<file path="src/rtl/ysyx_22040000_pipe_buf.sv">
// Two-entry in-order skid buffer: registers every valid/ready path so neither
// side sees a combinational path to the other.
module ysyx_22040000_pipe_buf #(
  parameter int           N    = 32,
  parameter logic [N-1:0] INIT = {N{1'b0}}
) (
  input  logic         clk,
  input  logic         rst,
  input  logic         flush,
  input  logic         in_valid,
  output logic         in_ready,
  input  logic [N-1:0] in_data,
  output logic         out_valid,
  input  logic         out_ready,
  output logic [N-1:0] out_data,
  output logic [1:0]   count
);

  typedef enum logic [1:0] {
    EMPTY = 2'd0,
    ONE   = 2'd1,
    FULL  = 2'd2
  } state_t;

  state_t       r_state;
  state_t       w_state_nxt;
  logic         r_in_ready;
  logic         r_out_valid;
  logic [N-1:0] r_head;
  logic [N-1:0] r_tail;
  logic         w_push;
  logic         w_pop;

  assign w_push = in_valid && r_in_ready;
  assign w_pop  = r_out_valid && out_ready;

  always_comb begin
    w_state_nxt = r_state;
    case (r_state)
      EMPTY: if (w_push) w_state_nxt = ONE;
      ONE: begin
        if (w_push && !w_pop)      w_state_nxt = FULL;
        else if (!w_push && w_pop) w_state_nxt = EMPTY;
      end
      FULL:  if (w_pop) w_state_nxt = ONE;
      default: w_state_nxt = EMPTY;
    endcase
    if (flush) w_state_nxt = EMPTY;
  end

  // Handshake flags are precomputed from the next state so they leave flops.
  always_ff @(posedge clk) begin
    if (rst) begin
      r_state     <= EMPTY;
      r_in_ready  <= 1'b1;
      r_out_valid <= 1'b0;
    end else begin
      r_state     <= w_state_nxt;
      r_in_ready  <= (w_state_nxt != FULL);
      r_out_valid <= (w_state_nxt != EMPTY);
    end
  end

  // Head always holds the oldest entry; flush only drops validity, not data.
  always_ff @(posedge clk) begin
    if (rst) begin
      r_head <= INIT;
      r_tail <= INIT;
    end else if (!flush) begin
      case (r_state)
        EMPTY: if (w_push) r_head <= in_data;
        ONE: begin
          if (w_push && w_pop) r_head <= in_data;
          else if (w_push)     r_tail <= in_data;
        end
        FULL:  if (w_pop) r_head <= r_tail;
        default: ;
      endcase
    end
  end

  assign in_ready  = r_in_ready;
  assign out_valid = r_out_valid;
  assign out_data  = r_head;
  assign count     = r_state;

endmodule

</file>
<file path="config.mk">
export PLATFORM = sky130hd
export DESIGN_NAME = ysyx_22040000_pipe_buf
export DESIGN_NICKNAME = d
export VERILOG_FILES = /design/src/rtl/ysyx_22040000_pipe_buf.sv
export SDC_FILE = /design/constraint.sdc
export NUM_CORES = 1
export LEC_CHECK = 0
export BUFFER_PORTS_ARGS = -buffer_cell sky130_fd_sc_hd__buf_4
export CAP_MARGIN = 20
export CORE_MARGIN = 2
export CORE_UTILIZATION = 49
export CTS_BUF_LIST = sky130_fd_sc_hd__clkbuf_8
export CTS_CLUSTER_DIAMETER = 60
export DETAILED_ROUTE_END_ITERATION = 8
export PLACE_DENSITY = 0.78
export SLEW_MARGIN = 20
export SYNTH_ARGS = -nofsm -noshare
export SYNTH_HDL_FRONTEND = slang
export SYNTH_SLANG_ARGS = --single-unit
export TNS_END_PERCENT = 10
</file>
<file path="constraint.sdc">
create_clock -name clk -period 1.4 [get_ports clk]
set_clock_uncertainty 0.15 [all_clocks]
set_input_delay 0.07 -clock clk [delete_from_list [all_inputs] [get_ports clk]]
set_output_delay 0.07 -clock clk [all_outputs]
set_load 0.02 [all_outputs]
</file>
==> impl_metrics.yaml <==
worst_setup_path:
  worstPathCellList: "nand3b_1 > buf_4 > or3_4 > buf_12 > nand2_1 > a21oi_1"
  worstPathArrival_ns: 1.76
  critPathRequiredTime_ns: 1.48
  critical_path.startpoint_type: "flop"
  slowest_delay_ns: 0.35
  critPathSlowestCell: "sky130_fd_sc_hd__or3_4"
  critical_path.max_fanout: 25
  endpoint_kind: "flop"
  timing_worst_setup_path_type: "flop to flop"
power:
  peakVddDrop_mv: 0.7654
  fin_total_pwr_mw: 4.506
  power_density_mw_per_mm2: 1048
  standby_leakage_power_nw: 1.779
clocking:
  clock_sinks: 68
  cts_tree: "yes"
  clk-insertion-delay-late_ns: 0.34
  clockBufferDepth: 2
  clock-root-buffer: "sky130_fd_sc_hd__clkbuf_8"
  cts_clock_pin_slew_for_the_worst_setup_and_hold_paths_ns: 0.07
  cts-htree-levels: 3
  cts_made_buffers: 9
sta:
  crit_share_post_route_pct: 120.6
  hold_viol_final: 0
  setup_slack_ns: -0.2884
  max_clock_freq_mhz: 592.3
  final.min_clock_period_ns: 1.688
  grt_setup_unrepaired: "yes"
  max_slew.worst_pin.slew_ns: 0.2729
  timing.max_slew.rel_slack_pct: 81.81
  report.final.setup_viol: 64
  report.final.slew_viol_count: 0
synthesis:
  post_synth.cell_area_avg_um2: 8.270
  yosys_most_used_dff: "sky130_fd_sc_hd__dfxtp_1"
  synth_seq_area_share_pct: 47.57
  synth_top_cell_by_area: "sky130_fd_sc_hd__dfxtp_1"
  most_common_cell_in_the_netlist: "sky130_fd_sc_hd__nand2_1"
  number_of_flops_mapped_to_enable_cells_by_yosys: 0
  post-synth-top-area-fraction_pct: 47.57
  syn_inst: 346
  synth.yosys.warnings: 0
  yosys-top-cells-area: "sky130_fd_sc_hd__dfxtp_1, sky130_fd_sc_hd__nand2_1, sky130_fd_sc_hd__a21oi_1"
  synth_cell_types: 24
  post_synth_most_frequent_cells: "sky130_fd_sc_hd__nand2_1, sky130_fd_sc_hd__dfxtp_1, sky130_fd_sc_hd__a21oi_1"
  syn-cell-area_mm2: 0.002861
  synth_seq_cells: 68
  synth.net_count: 383
  async_flop_share_pct: 0
finish:
  area_delta_synth_final_pct: 50.28
  drive_gt1_share_pct: 29.47
  antenna_cells_inserted: 0
  nets: 508
  fillers: 394
grt:
  antenna_found_initial: 0
  top_usage_layer: "met2"
  grt_first_pass_wirelength_um: 13770
  global_route.overflow_total: 0
  grt.total_usage_pct: 27.66
  grtUsageMet1_pct: 34.98
  met3_global_route_usage_pct: 4.719
  grt_pass1_vias: 2908
  grt.met2_usage_pct: 46.08
  maximum_number_of_pins_on_one_net_before_global_route_repair: 33
detailed_routing:
  vias: 3149
  wire_length_per_cell_after_detailed_routing_um: 16.60
  dr.pass1.iters: 6
  number_of_drc_violations_after_detailed_routing: 0
  routed_via_density: 5.757
  drtIter0Drc: 302
  postRouteAntennaNets: 0
  routed_wirelength_um: 9082
run:
  max_cap_viol_count: 0
status:
  failed_checks: "negative setup slack"
  status: "finished with violations"
min_path:
  holdCritPathClass: "input pin to flop"
floorplanning:
  floorplan.die.height_um: 80.42
  initial_core_util_pct: 51.34
  core_area_mm2: 0.005574
  floorplan.io_pins: 73
  rows: 27
  die_footprint_mm2: 0.006467
  fp.dieW_um: 80.42
placed_design:
  port_buffers: 72
  detailedPlace.worstSlack_ns: -0.2222
  post-dp-hpwl_um: 5103
  gpl.final_weighted_congestion: 0.8062
## cells in the final DEF (no fill, tap or decap), types with 2 or more instances in the layout
master                           n
sky130_fd_sc_hd__nand2_1        98
sky130_fd_sc_hd__buf_12          4
sky130_fd_sc_hd__dlygate4sd3_1  34
sky130_fd_sc_hd__clkbuf_8       11
sky130_fd_sc_hd__buf_8           2
sky130_fd_sc_hd__dfxtp_2         3
sky130_fd_sc_hd__a31oi_2         3
sky130_fd_sc_hd__buf_6          11
sky130_fd_sc_hd__inv_1           5
sky130_fd_sc_hd__o21a_1          2
sky130_fd_sc_hd__a31oi_1        29
sky130_fd_sc_hd__o22a_1         32
sky130_fd_sc_hd__clkinv_2        2
sky130_fd_sc_hd__a21oi_1        64
sky130_fd_sc_hd__dfxtp_1        64
sky130_fd_sc_hd__buf_4          93
## critical path, delay by kind of cell, from the launching register on
| kind | cells | cell delay (ns) |
|---|---|---|
| flip-flops | 1 | 0.32 |
| AND/OR/NAND/NOR | 3 | 0.68 |
| AO/OA/AOI/OAI | 1 | 0.06 |
| buffers and inverters | 2 | 0.36 |
## cells by family after synthesis
family | synth area share [%]
AND/OR/NAND/NOR | 14.56
AO/OA/AOI/OAI | 30.74
multiplexers | 0.3498
flip-flops | 47.57
buffers and inverters | 6.778
## metrics by stage
| stage | instances | cell area, um^2 | setup TNS, ns | util (%) | hold slack (ns) |
|---|---|---|---|---|---|
| floorplan | 346 | 2900 | -10.42 | - | 0.05596 |
| global placement | 486 | 3573 | -7.307 | 64.11 | 0.1800 |
| detailed placement | 486 | 3573 | -11.09 | 64.11 | 0.1871 |
| CTS | 547 | 4283 | -10.21 | 76.84 | -0.01462 |
| global route | 547 | 4300 | -19.46 | 77.15 | 0.01514 |
| finish | 547 | 4300 | -15.16 | 77.15 | 0.003447 |
## registers in the layout (all words and copies together) (netlist names)
register and count:
out_data 32, r_tail 32, count 2, in_ready 1
out_valid 1
## what timing repair did
action	CTS	global route
endpoints found under the setup margin	64	67
gates cloned	4	1
resized for setup	19	9
hold buffers	34	0
buffers inserted	8	1
pin swaps	8	10
endpoints found under the hold margin	34	0
## routing by layer
| metal | vias up | share of wire (%) |
|---|---|---|
| li1 | 1473 | - |
| met1 | 1491 | 42 |
| met2 | 159 | 48 |
| met3 | 26 | 7.4 |
| met4 | 0 | 2.5 |
| met5 | - | 0 |
## power by group
part / internal [mW] / switching (mW)
combinational: 0.482 / 0.494
sequential: 2.03 / 0.0620
clock: 0.711 / 0.722
## area by class of cell
cell class | count | area, um^2 | area share [%]
Clock inverter | 4 | 17.52 | 0.4073
Inverter | 3 | 11.26 | 0.2619
Sequential cell | 68 | 1369 | 31.83
Timing Repair Buffer | 145 | 1297 | 30.17
Clock buffer | 11 | 151.4 | 3.521
Multi-Input combinational cell | 244 | 1364 | 31.71
Tap cell | 72 | 90.09 | 2.095
## path summary, 6_finish.rpt
path,start,to,slack [ns],depth (start not counted)
worst max-delay path,count[1]$_SDFF_PP0_,r_tail[26]$_SDFFE_PP0P_,-0.29,6
worst min-delay path,out_ready,in_ready$_SDFF_PP1_,0.003,3
worst max register to register,count[1]$_SDFF_PP0_,r_tail[26]$_SDFFE_PP0P_,-0.29,6
worst min register to register,r_tail[23]$_SDFFE_PP0P_,r_tail[23]$_SDFFE_PP0P_,0.31,2
(Power assumes the default switching activity.)
